## src/rtl/regfile_param_pkg.sv

```systemverilog
// Shared types and helpers for the parametrised register file.
// Holds the clear-engine state encoding and the address-width helper.
package regfile_param_pkg;

    typedef enum logic {
        IDLE  = 1'b0,
        CLEAR = 1'b1
    } rf_state_t;

    // A depth of one still needs a one-bit address bus.
    function automatic int rf_addr_w(input int depth);
        return (depth > 1) ? $clog2(depth) : 1;
    endfunction

endpackage

```

## src/rtl/rf_read_port.sv

```systemverilog
// One combinational read port: storage mux with optional write forwarding
// and an optional hardwired-zero register 0.
module rf_read_port
    import regfile_param_pkg::*;
#(
    parameter int DATA_W   = 8,
    parameter int DEPTH    = 8,
    parameter int BYPASS   = 1,
    parameter int ZERO_REG = 0,
    localparam int AW      = rf_addr_w(DEPTH)
) (
    input  logic [AW-1:0]     i_addr,
    input  logic [DATA_W-1:0] i_mem [DEPTH],
    input  logic              i_wr_vld,
    input  logic [AW-1:0]     i_wr_addr,
    input  logic [DATA_W-1:0] i_wr_data,
    output logic [DATA_W-1:0] o_data
);

    logic w_hit;

    always_comb begin
        w_hit  = (BYPASS != 0) && i_wr_vld && (i_wr_addr == i_addr);
        o_data = w_hit ? i_wr_data : i_mem[i_addr];
        // Register 0 wins over the forwarded value as well.
        if ((ZERO_REG != 0) && (i_addr == '0)) begin
            o_data = '0;
        end
    end

endmodule

```

## src/rtl/regfile_param.sv

```systemverilog
// Parametrised register file: storage, write decode, NRD read ports and a
// sequenced bulk-clear engine that stalls the write port while sweeping.
module regfile_param
    import regfile_param_pkg::*;
#(
    parameter int DATA_W   = 8,
    parameter int DEPTH    = 8,
    parameter int NRD      = 2,
    parameter int BYPASS   = 1,
    parameter int ZERO_REG = 0,
    localparam int AW      = rf_addr_w(DEPTH)
) (
    input  logic                  CLK_i,
    input  logic                  RES_i,
    input  logic                  WRT_EN_i,
    input  logic [AW-1:0]         WRT_DEST_i,
    input  logic [DATA_W-1:0]     WRT_DATA_i,
    output logic                  WRT_RDY_o,
    input  logic                  CLR_i,
    output logic                  BUSY_o,
    input  logic [NRD*AW-1:0]     READ_ADDR_i,
    output logic [NRD*DATA_W-1:0] RD_DATA_o
);

    logic [DATA_W-1:0] r_mem [DEPTH];
    rf_state_t         r_state;
    rf_state_t         w_state_nxt;
    logic [AW-1:0]     r_cnt;
    logic [AW-1:0]     w_cnt_nxt;
    logic              w_wr_acc;
    logic              w_wr_zero;

    assign w_wr_acc  = WRT_EN_i && WRT_RDY_o;
    assign w_wr_zero = (ZERO_REG != 0) && (WRT_DEST_i == '0);

    always_ff @(posedge CLK_i or posedge RES_i) begin
        if (RES_i) begin
            r_state <= IDLE;
            r_cnt   <= '0;
        end else begin
            r_state <= w_state_nxt;
            r_cnt   <= w_cnt_nxt;
        end
    end

    always_comb begin
        w_state_nxt = r_state;
        w_cnt_nxt   = r_cnt;
        WRT_RDY_o   = 1'b1;
        BUSY_o      = 1'b0;
        case (r_state)
            IDLE: begin
                if (CLR_i) begin
                    w_state_nxt = CLEAR;
                    w_cnt_nxt   = '0;
                end
            end
            CLEAR: begin
                WRT_RDY_o = 1'b0;
                BUSY_o    = 1'b1;
                w_cnt_nxt = r_cnt + AW'(1);
                if (r_cnt == AW'(DEPTH - 1)) begin
                    w_state_nxt = IDLE;
                end
            end
        endcase
    end

    // The sweep owns the storage while clearing; writes cannot be accepted then.
    always_ff @(posedge CLK_i or posedge RES_i) begin
        if (RES_i) begin
            for (int i = 0; i < DEPTH; i++) begin
                r_mem[i] <= '0;
            end
        end else if (r_state == CLEAR) begin
            r_mem[r_cnt] <= '0;
        end else if (w_wr_acc && !w_wr_zero) begin
            r_mem[WRT_DEST_i] <= WRT_DATA_i;
        end
    end

    for (genvar k = 0; k < NRD; k++) begin : g_rd
        rf_read_port #(
            .DATA_W   (DATA_W),
            .DEPTH    (DEPTH),
            .BYPASS   (BYPASS),
            .ZERO_REG (ZERO_REG)
        ) u_port (
            .i_addr    (READ_ADDR_i[k*AW +: AW]),
            .i_mem     (r_mem),
            .i_wr_vld  (w_wr_acc),
            .i_wr_addr (WRT_DEST_i),
            .i_wr_data (WRT_DATA_i),
            .o_data    (RD_DATA_o[k*DATA_W +: DATA_W])
        );
    end

endmodule

```

## config.mk

```make
export PLATFORM = sky130hd
export DESIGN_NAME = regfile_param
export DESIGN_NICKNAME = d
export VERILOG_FILES = /design/src/rtl/regfile_param_pkg.sv /design/src/rtl/rf_read_port.sv /design/src/rtl/regfile_param.sv
export SDC_FILE = /design/constraint.sdc
export NUM_CORES = 1
export LEC_CHECK = 0
export BUFFER_PORTS_ARGS = -buffer_cell sky130_fd_sc_hd__buf_2
export CAP_MARGIN = 25
export CELL_PAD_IN_SITES_DETAIL_PLACEMENT = 0
export CELL_PAD_IN_SITES_GLOBAL_PLACEMENT = 1
export CORE_MARGIN = 8
export CORE_UTILIZATION = 35
export CTS_CLUSTER_DIAMETER = 150
export DETAILED_ROUTE_END_ITERATION = 6
export GPL_TIMING_DRIVEN = 0
export PLACE_DENSITY = 0.61
export SYNTH_ARGS = -nofsm -noshare
export SYNTH_HDL_FRONTEND = slang
export SYNTH_SLANG_ARGS = --single-unit
```

## constraint.sdc

```tcl
create_clock -name CLK_i -period 2.2 [get_ports CLK_i]
set_input_delay 0.11 -clock CLK_i [delete_from_list [all_inputs] [get_ports CLK_i]]
set_output_delay 0.11 -clock CLK_i [all_outputs]
set_load 0.03 [all_outputs]
```

Word-level counts from Yosys, hierarchy flattened
Index checks and enable logic that the tools add are counted.

cells by class
  add/sub/neg operators = 1
  multiply operators = 0
  div/mod/pow operators = 0
  magnitude comparators = 6
  eq/ne operators = 4
  shift operators = 0
  mux-type cells = 22
  bitwise logic cells = 7
  reduce and logical (&&, ||, !) cells = 6

operators by type and width
  operator                                                     number
  two-way mux 64 bit                                           2
  AND 64 bit                                                   1
  bitwise mux 64 bit                                           1
  two-way mux 8 bit                                            8
  NOT 64 bit                                                   1
  binary-select mux 8 bit (select 3 bit)                       2
  demux 8 bit (select 3 bit)                                   2
  >= comparator 4 bit (second input constant)                  4
  NOT 3 -> 4 bit                                               4
  less-than comparator 4 x 1 -> 1 bit (second input constant)  2
  == test 3 bit                                                2
  one-hot mux 3 bit (2 select lines)                           1
  logical AND 1 bit                                            5
  two-way mux 1 bit                                            4
  adder 3 x 1 -> 3 bit (second input constant)                 1
  == test 3 bit (second input constant)                        1
  two-way mux 3 bit                                            1
  != test 2 bit (second input constant)                        1
  one-hot mux 1 bit (2 select lines)                           1
  nonzero test 2 bit                                           1
  NOT 1 bit                                                    1

storage, ports and cells
  bits in registers = 68
  latch bits = 0
  RAM bits = 0
  memory bits (read-only) = 0
  output and inout port bits = 18
  logic and storage cells = 56
  memories kept = 0

Logic depth before layout (Yosys ltp)
Gate-level depths: netlist of run 1.

  depth in word-level cells = 8
  mapped depth = 5
  depth with buffers taken out = 4

Modules after synthesis
From an unflattened synthesis of run 1, not the netlist that was laid out.

unflattened totals
  cell total of the unflattened synthesis = 335
  area, all modules = 4277.9 µm²

by module, submodules not included
  module         instances  cells each  area each (µm²)  sequential area each (µm²)
  regfile_param  1          253         2956.6           1701.6
  rf_read_port   2          41          660.6            0.0

Least setup slack after synthesis of run 1
OpenSTA, ideal clock, no wires.

  path type = flip-flop to output port
  start point = register r_state
  end point = output port RD_DATA_o[7]
  arrival = 1634 ps
  required time = 2090 ps
  setup slack = 456 ps
  stages on the path, launching flop included = 5
  buffers on the path = 1
  cell sequence = dfrtp_1 clkbuf_1 nor2b_1 nand4_2 mux2_2

on the way
  cells in the longest elaborated chain, start to end = 4

RTL lines
  element                 RTL line             text
  start, declared         regfile_param.sv:26  rf_state_t r_state;
  start signal, assigned  regfile_param.sv:41  r_state <= w_state_nxt;
  two-way mux 1 bit       regfile_param.sv:51  case (r_state)
  logical AND 1 bit       regfile_param.sv:33  assign w_wr_acc = WRT_EN_i && WRT_RDY_o;
  logical AND 1 bit       rf_read_port.sv:23   w_hit = (BYPASS != 0) && i_wr_vld && (i_wr_addr == i_addr);
  two-way mux 8 bit       rf_read_port.sv:24   o_data = w_hit ? i_wr_data : i_mem[i_addr];
  end, declared           regfile_param.sv:22  output logic [NRD*DATA_W-1:0] RD_DATA_o

Every way passes these cells.

Worst setup path in the final report of run 1
  start point = register r_mem[40] (netlist name)
  end point = output port RD_DATA_o[0]

on the way
  cells in the longest elaborated chain, start to end = 4

RTL lines
  element                                               RTL line             text
  start, declared                                       regfile_param.sv:25  logic [DATA_W-1:0] r_mem [DEPTH];
  start signal, assigned by index                       regfile_param.sv:78  r_mem[WRT_DEST_i] <= WRT_DATA_i;
  binary-select mux 8 bit (select 3 bit)                rf_read_port.sv:24
  two-way mux 8 bit (not written as such) (2 in a row)  rf_read_port.sv:24
  two-way mux 8 bit                                     rf_read_port.sv:24

Every way passes these cells. The select of a mux whose other input is x is not followed.

==> results of run 1 <==
-- layer usage --
metal | vias to the layer above | wire, um | global-route usage, %
li1 | 1213 | - | -
met1 | 1460 | 5220 | 21.0
met2 | 61 | 5420 | 24.1
met3 | 13 | 410 | 1.83
met4 | 0 | 149 | 5.94
met5 | - | 0 | 0
-- worst max-delay path: stages (launching register included) --
cell and delay (ns):
dfrtp_1 0.39, mux4_1 0.57, mux2_2 0.29, mux2_4 0.26
buf_2 0.18
-- layout make-up --
cell class | instances | area (sq um)
plain buffers | 24 | 159
clock buffers | 10 | 239
clock inverters | 6 | 87.6
fillers | 1078 | 6620
inverters | 3 | 13.8
multi-input cells | 181 | 2170
flip-flops and latches | 68 | 1700
well taps | 143 | 179
repair buffers | 25 | 150
-- flip-flops by register name, summed over array words and instances, names as in the netlist --
signal / flops
r_mem: 64
r_state: 1
r_cnt: 3
-- timing repair --
action                     4_1_cts  5_1_grt
setup endpoints to repair       24       24
hold buffers                     1        0
pin swaps                        0        1
buffers inserted                 0        1
gates resized for setup          4        1
hold endpoints to repair         1        0
-- worst paths after layout --
path / from / to / slack, ns / depth (start not counted)
setup / recovery: r_mem[40] / RD_DATA_o[0] / 0.08 / 4
hold / removal: RES_i / r_mem[17] / -0.04 / 2
setup reg to reg: r_state / r_mem[60] / 0.11 / 3
hold reg to reg: r_mem[46] / r_mem[46] / 0.51 / 1
max in group asynchronous: RES_i / r_mem[36] / 1.68 / 2
min in group CLK_i: WRT_DATA_i[7] / r_mem[55] / 0.29 / 2
-- kinds of logic after synthesis --
logic type	Yosys count	synth area share (%)
DFF	68	42.4
and+or+nand+nor	33	5.62
adders and majority gates	2	0.624
AOI/OAI and AO/OA	76	15.7
xor gates and xnor gates	6	1.31
muxes	64	30.0
buffers and inverters	28	4.34
-- through the flow --
step | setup slack, ns | cell area (sq um) | total power (uW)
2_1_floorplan | 0.378 | 4010 | 3070
3_3_place_gp | -0.582 | 4290 | 3540
3_5_place_dp | -0.00699 | 4310 | 3570
4_1_cts | 0.0110 | 4680 | 5180
5_1_grt | 0.0104 | 4700 | 5400
6_report | 0.0775 | 4700 | 5150
-- power groups by stage --
stage               Clock (uW)  Sequential (uW)  Combinational (uW)
floorplan                    0             1790                1280
detailed placement           0             1870                1700
global placement             0             1860                1680
CTS                       1590             1860                1730
finish                    1570             1890                1690
global route              1640             1940                1820
-- placed cells by master, fill, tap and decap left out, drive strengths merged, types with 4 or more instances in the layout --
master / instances
a21oi: 7
nor2: 6
clkbuf: 15
mux2: 32
a22o: 64
dfrtp: 68
buf: 43
mux4: 32
xnor2: 6
nand2: 4
==> metrics.txt, run 1 <==
number of placed I/O pins=39; share of synthesized registers carrying an async set or reset=100%; Remaining Overflow, GRT=0; Final Core Density=41.5%; clock power share=30.5%; Die W=123 um; Switch Pwr=1750 uW; HPWL Detailed=7.54 mm; fmax=471 MHz; CTS tree=done; Final period util=96.5%; via count=2747; Period minus WS final=2.12 ns; number of flops mapped to enable cells by yosys=0; # diodes=0; fin cells=460; Yosys reg bits=68; Tightest Pin Transition=1.07 ns; ANT nets after route=0; vias in the first global route=2797; Max VDD drop=0.000438 V; count leader, synth=dfrtp_1; GRT Util Overall=15.2%; Arr. time, crit path=2.01 ns; antenna violations before repair=0; max-slew violation count=0; switching share of power=34.0%; Final GP Congestion=0.779; DRC=0; logic gate share of total power=32.8%; first-pass GRT wire length=17.2 mm; Post-Syn Area=4010 sq um; Final Hold Viols=68; Starting Density=35.4%; vias per cell=5.97; Power Density=1100 nW/um^2; IO Port Bufs=21; row count=39; unrepaired setup endpoints after global routing=false; Final nets=335; total CTS buffers=9; Cells after DPL=443; Layout Skew=0.00419 ns; most frequent cells after synthesis=68 x dfrtp_1, 64 x a22o_1, 18 x mux2_2, 18 x mux4_1; CP Launch Type=register; Mapped Avg Cell Area=14.5 sq um; 1st-pass router iterations=4; Die H=123 um; post-synth top area cell=dfrtp_1; P_leak=0.00224 uW; post-synth top area share=42.4%; nature of the critical path endpoint=primary output; clock sink count=68; DR WL/cell=24.3 um; violated checks=negative hold slack; WL final=11.2 mm; YS warnings=0; layout cell share with drive strength beyond 1=32.8%; # setup viols final=0; status=finished with violations; clock buffer depth=2; largest net degree at the start of global routing=69; setup TNS=0 ns; Root Driver=clkbuf_16; critical setup path kind=register to primary output; Synth Instances=277; post-synth cell types=35; Slew headroom=28.5%; hold crit path type=input pin to async pin; Required @ worst endpoint=2.09 ns; top post-synthesis cells by area=dfrtp_1 42%, a22o_1 14%, mux4_1 12%, mux4_2 7.9%, mux2_4 5.2%; Power Internal=3400 uW; clk_lat worst skew=0.33 ns; Worst Path Max Fanout=3; Post-synth top flop=dfrtp_1; syn nets=300; Core Region=11300 sq um; WHS=-0.0392 ns; P&R area growth vs syn=17.1%; sequential share of power=36.7%; drt initial violations=206; Clock H-tree levels=3; sequential share of the synthesized area=42.4%; DIE AREA=15100 sq um; Clock transition at path regs=0.06 ns; Max Cap Viol=0
Note: power is estimated with default switching activity, not from simulation.
==> run 2: changes to the inputs <==
- PLACE_DENSITY: 0.61 -> not set
- PLACE_DENSITY_LB_ADDON: not set -> 0.1
==> metrics.txt, run 2 (same netlist as run 1, synthesis figures left out) <==
sequential share of power=37.3% (+0.6 points); nature of the critical path endpoint=primary output; Final Hold Viols=0 (-100%); Worst Path Max Fanout=3 (unchanged); row count=39 (unchanged); clock buffer depth=2 (unchanged); GRT Util Overall=16.0% (+0.72 points); Arr. time, crit path=2.04 ns (+0.03 ns); clock power share=28.9% (-1.6 points); post-CTS setup buffers=0 (unchanged); Max Cap Viol=0 (unchanged); CTS tree=done; most flop-heavy register=r_mem; critical path's top delay family=multiplexers; clock sink count=68 (unchanged); Clock H-tree levels=3 (unchanged); critical setup path kind=register to primary output; Max VDD drop=0.000408 V (-6.9%); Cells after DPL=444 (+0.23%); via count=2745 (-0.073%); largest net degree at the start of global routing=52 (-25%); Clock transition at path regs=0.06 ns (about the same); Final nets=337 (+0.60%); WL final=11.6 mm (+3.5%); Required @ worst endpoint=2.09 ns (about the same); P&R area growth vs syn=17.2% (about the same); # setup viols final=0 (unchanged); # diodes=0 (unchanged); clk_lat worst skew=0.33 ns (about the same); Tightest Pin Transition=0.949 ns (-0.123 ns); most common cell after layout, fill and taps aside=dfrtp_1; Power Internal=3300 uW (-3.0%); top flop regs=r_mem: 64 flops, r_cnt: 3 flops, r_state: 1 flops; Largest register FFs=64 (unchanged); P_leak=0.00224 uW (+0.19%); ANT nets after route=0 (unchanged); uppermost layer routed=met4; IO Port Bufs=21 (unchanged); max-slew violation count=0 (unchanged); most frequent cells in the layout=68 x dfrtp_1, 64 x a22o_1, 26 x buf_2; status=finished clean; unrepaired setup endpoints after global routing=false; Slew headroom=36.7% (+8.2 points); CP peak stage delay=0.58 ns (about the same); Worst Setup Slack, final=0.0489 ns (-0.0286 ns); 1st-pass router iterations=4 (unchanged); Die W=123 um (unchanged); Core Region=11300 sq um (unchanged); Final GP Congestion=0.736 (-5.6%); drt initial violations=175 (-15%); fmax=465 MHz (-1.3%); number of placed I/O pins=39 (unchanged); Final Core Density=41.5% (about the same); slowest CP cell=mux4_1; logic gate share of total power=33.8% (+1.0 points); met2 WL=5.51 mm (+1.8%); Worst Path Buf+Inv=1 (unchanged); Power Density=1080 nW/um^2 (-1.7%); DP Worst Slack=0.0439 ns (+0.0509 ns); CP Launch Type=register; Die H=123 um (unchanged); Remaining Overflow, GRT=0 (unchanged); met3 routed WL=408 um (-0.49%); Final period util=97.8% (+1.3 points); Period minus WS final=2.15 ns (+0.0286 ns); Layout Skew=0.00885 ns (+0.00466 ns); total CTS buffers=9 (unchanged); Fillers=1071 (-0.65%); Starting Density=35.4% (unchanged); DR WL/cell=25.1 um (+3.1%); DRC=0 (unchanged); layout cell share with drive strength beyond 1=32.9% (+0.11 points); first-pass GRT wire length=17.7 mm (+2.4%); vias per cell=5.94 (-0.51%); worst-path cell chain=mux4_1, mux2_2, mux2_4, buf_2; fin cells=462 (+0.43%); WL met1=5.50 mm (+5.4%); Root Driver=clkbuf_16; switching share of power=34.9% (+0.90 points); vias in the first global route=2777 (-0.72%); HPWL Detailed=7.98 mm (+5.8%); hold crit path type=input pin to async pin; antenna violations before repair=0 (unchanged); Switch Pwr=1770 uW (+0.95%); DIE AREA=15100 sq um (unchanged)
[run 2: layer usage]
metal	GRT usage (%)	vias to the layer above
li1	-	1211
met1	22.5	1456
met2	24.0	64
met3	3.47	14
met4	4.89	0
met5	0	-
[run 2: tightest hold or removal path: stages]
cell and delay, ns:
dlygate4sd3_1 0.53, buf_2 0.13, inv_4 0.21
[run 2: power groups by stage]
stage	registers [uW]	logic, uW	clock network (uW)
global route	1930	1840	1560
finish	1890	1710	1470
detailed placement	1870	1720	0
global placement	1870	1700	0
CTS	1860	1730	1490
floorplan	1790	1280	0
[run 2: path summary, 6_finish.rpt]
path                       slack [ns]  cells past startpoint      endpoint     startpoint
max                              0.05                      4  RD_DATA_o[1]      r_mem[41]
min                              0.27                      3     r_mem[17]          RES_i
max reg2reg                      0.23                      3     r_mem[58]        r_state
min reg2reg                      0.51                      1     r_mem[32]      r_mem[32]
max in group asynchronous        1.39                      4      r_cnt[0]          RES_i
min in group CLK_i               0.30                      2     r_mem[43]  WRT_DATA_i[3]
[run 2: repair_timing]
action,CTS,global route
gates resized for setup,3,2
hold buffers,2,0
setup endpoints to repair,16,23
endpoints found under the hold margin,18,0
[run 2: through the flow]
stage          total power, uW  hold WS [ns]  area (sq um)  TNS [ns]
6_report                  5070         0.270          4700         0
2_1_floorplan             3070         0.196          4010         0
3_3_place_gp              3570         0.318          4290    -47.42
5_1_grt                   5340         0.280          4700         0
3_5_place_dp              3590        0.0735          4340         0
4_1_cts                   5080         0.270          4680         0
[run 2: area by class of cell]
type | instances | area, sq um | area share [%]
multi-input combinational | 181 | 2170 | 46.1
sequential | 68 | 1700 | 36.2
clock buffer | 10 | 239 | 5.09
tap | 143 | 179 | 3.81
timing repair buffer | 27 | 175 | 3.73
buffer | 24 | 159 | 3.38
clock inverter | 6 | 63.8 | 1.36
inverter | 3 | 13.8 | 0.293
==> run 3: changes to the inputs <==
- CTS_CLUSTER_DIAMETER: 150 -> not set
- SETUP_SLACK_MARGIN: not set -> 0.1
==> metrics.txt, run 3 (same netlist as run 1, synthesis figures left out) <==
Core Region=11300 sq um (unchanged); worst reg2reg path startpoint=r_state; Root Driver=clkbuf_16; slowest CP cell=mux4_2; most common cell after layout, fill and taps aside=dfrtp_1; Slew headroom=36.1% (-0.60 points); vias in the first global route=2793 (+0.58%); Clock H-tree levels=3 (unchanged); Fillers=1080 (+0.84%); logic gate share of total power=35.4% (+1.6 points); Power Internal=3370 uW (+2.1%); most crowded layer after global routing=met2; total CTS buffers=9 (unchanged); DIE AREA=15100 sq um (unchanged); 1st-pass router iterations=4 (unchanged); Worst Path Buf+Inv=1 (unchanged); clock power share=28.3% (-0.6 points); setup slack, reg-to-reg=0.29 ns (+0.06 ns); Remaining Overflow, GRT=0 (unchanged); Clock transition at path regs=0.06 ns (about the same); WL final=11.8 mm (+1.8%); antenna violations before repair=0 (unchanged); met2 GRT Util=24.2% (+0.14 points); IO Port Bufs=21 (unchanged); met1 Resource Use GR=22.7% (+0.15 points); Final nets=340 (+0.89%); Required @ worst endpoint=2.09 ns (about the same); critical path's top delay family=multiplexers; number of placed I/O pins=39 (unchanged); Switch Pwr=1790 uW (+1.5%); clk_lat worst skew=0.33 ns (about the same); Power Density=1090 nW/um^2 (+1.4%); sequential share of power=36.4% (-0.9 points); Largest register FFs=64 (unchanged); setup TNS=0 ns (unchanged); Layout Skew=0.00803 ns (-0.000815 ns); # setup viols final=0 (unchanged); Die H=123 um (unchanged); DRC=0 (unchanged); most flop-heavy register=r_mem; top flop regs=r_mem: 64 flops, r_cnt: 3 flops, r_state: 1 flops; drt initial violations=167 (-4.6%); CTS tree=done; clock sink count=68 (unchanged); R2R depth=5 (+2); P_leak=0.00218 uW (-3.0%); CP Launch Type=register; P&R area growth vs syn=17.8%; clock buffer depth=2 (unchanged); largest net degree at the start of global routing=52 (unchanged); Worst Path Max Fanout=3 (unchanged); Arr. time, crit path=1.95 ns (-0.09 ns); fmax=485 MHz (+4.4%); GRT Util Overall=16.1% (+0.17 points); row count=39 (unchanged); M3 GR Usage=3.84% (+0.37 points); worst-path cell chain=mux4_2, mux2_2, mux2_4, buf_2; most frequent cells in the layout=68 x dfrtp_1, 64 x a22o_1, 27 x mux4_2; Die W=123 um (unchanged); hold crit path type=input pin to async pin; HPWL Detailed=7.98 mm (unchanged); Max VDD drop=0.000408 V (+0.14%); status=finished clean; Pwr Total=5160 uW (+1.9%); layout cell share with drive strength beyond 1=37.9% (+5.0 points); nature of the critical path endpoint=primary output; Period minus WS final=2.06 ns (-0.0904 ns); Starting Density=35.4% (unchanged); unrepaired setup endpoints after global routing=true; Final period util=93.7% (-4.1 points); worst reg2reg path endpoint=r_mem[9]; DR WL/cell=25.4 um (+1.1%); design area=4720 sq um (+0.51%); ANT nets after route=0 (unchanged); Tightest Pin Transition=0.958 ns (+0.00898 ns); Max Cap Viol=0 (unchanged); Final Core Density=41.7% (+0.21 points); Final Hold Viols=0 (unchanged); critical setup path kind=register to primary output; max-slew violation count=0 (unchanged); # diodes=0 (unchanged); Final GP Congestion=0.736 (unchanged); first-pass GRT wire length=17.9 mm (+1.1%); switching share of power=34.7% (-0.15 points); vias per cell=5.97 (+0.40%); CP peak stage delay=0.51 ns (-0.07 ns); via count=2774 (+1.1%); cell area after placement=4340 sq um (unchanged)
==> run 3: changes by cell type in the layout (fill, tap and decap cells not counted), moves of 4 or more <==
cell    change
mux4_1     -13
buf_4       +5
buf_2       -8
mux4_2     +13
buf_6       +4
==> run 3: per-stage QoR <==
step                      std cells  hold WS (ns)  setup WS, ns
final                           465         0.274         0.139
after detailed placement        444        0.0735        0.0439
after global placement          441         0.318        -0.694
after floorplan                 277         0.196         0.378
after CTS                       462         0.270        0.0900
after global routing            465         0.280        0.0901
==> run 3: worst max path at each step <==
stage / from / endpoint / slack (ns) / cells past startpoint
final: r_mem[5] / RD_DATA_o[13] / 0.14 / 4
after global routing: r_mem[49] / RD_DATA_o[1] / 0.09 / 4
after CTS: r_mem[51] / RD_DATA_o[3] / 0.09 / 4
after detailed placement: r_state / r_mem[27] / 0.04 / 4
after global placement: RES_i / r_mem[50] / -0.69 / 2
after floorplan: RES_i / r_cnt[0] / 0.38 / 1
==> run 3: routing by layer <==
metal | up-vias | wire length (um) | share of wire (%)
met5 | - | 0 | 0
met4 | 0 | 113 | 0.96
met3 | 9 | 673 | 5.7
met2 | 80 | 5690 | 48
met1 | 1478 | 5320 | 45
li1 | 1207 | - | -
==> run 3: power by group through the flow <==
stage	Combinational, uW	Clock [uW]	Sequential (uW)
floorplan	1280	0	1790
global placement	1700	0	1870
detailed placement	1720	0	1870
CTS	1750	1490	1860
global route	1960	1560	1920
finish	1830	1460	1880
==> run 3: worst register-to-register path: cells and delay by family (launching register included) <==
family | cells | cell delay (ns)
flops | 1 | 0.41
simple gates | 1 | 0.58
compound gates | 1 | 0.14
buf+inv | 3 | 0.70
==> run 3: layout make-up <==
cell class	count	area (sq um)	share of cell area [%]
plain buffers	25	166	3.52
clock buffers	10	239	5.06
clock inverters	6	63.8	1.35
inverters	3	13.8	0.291
multi-input cells	181	2130	45.2
flip-flops and latches	68	1700	36.0
well taps	143	179	3.79
repair buffers	29	225	4.77
==> run 3: timing repair <==
item | CTS | global route
endpoints found under the hold margin | 18 | 0
gates resized for setup | 12 | 31
endpoints found under the setup margin | 24 | 22
hold buffers | 2 | 0
setup buffers | 0 | 2
pin swaps | 1 | 0
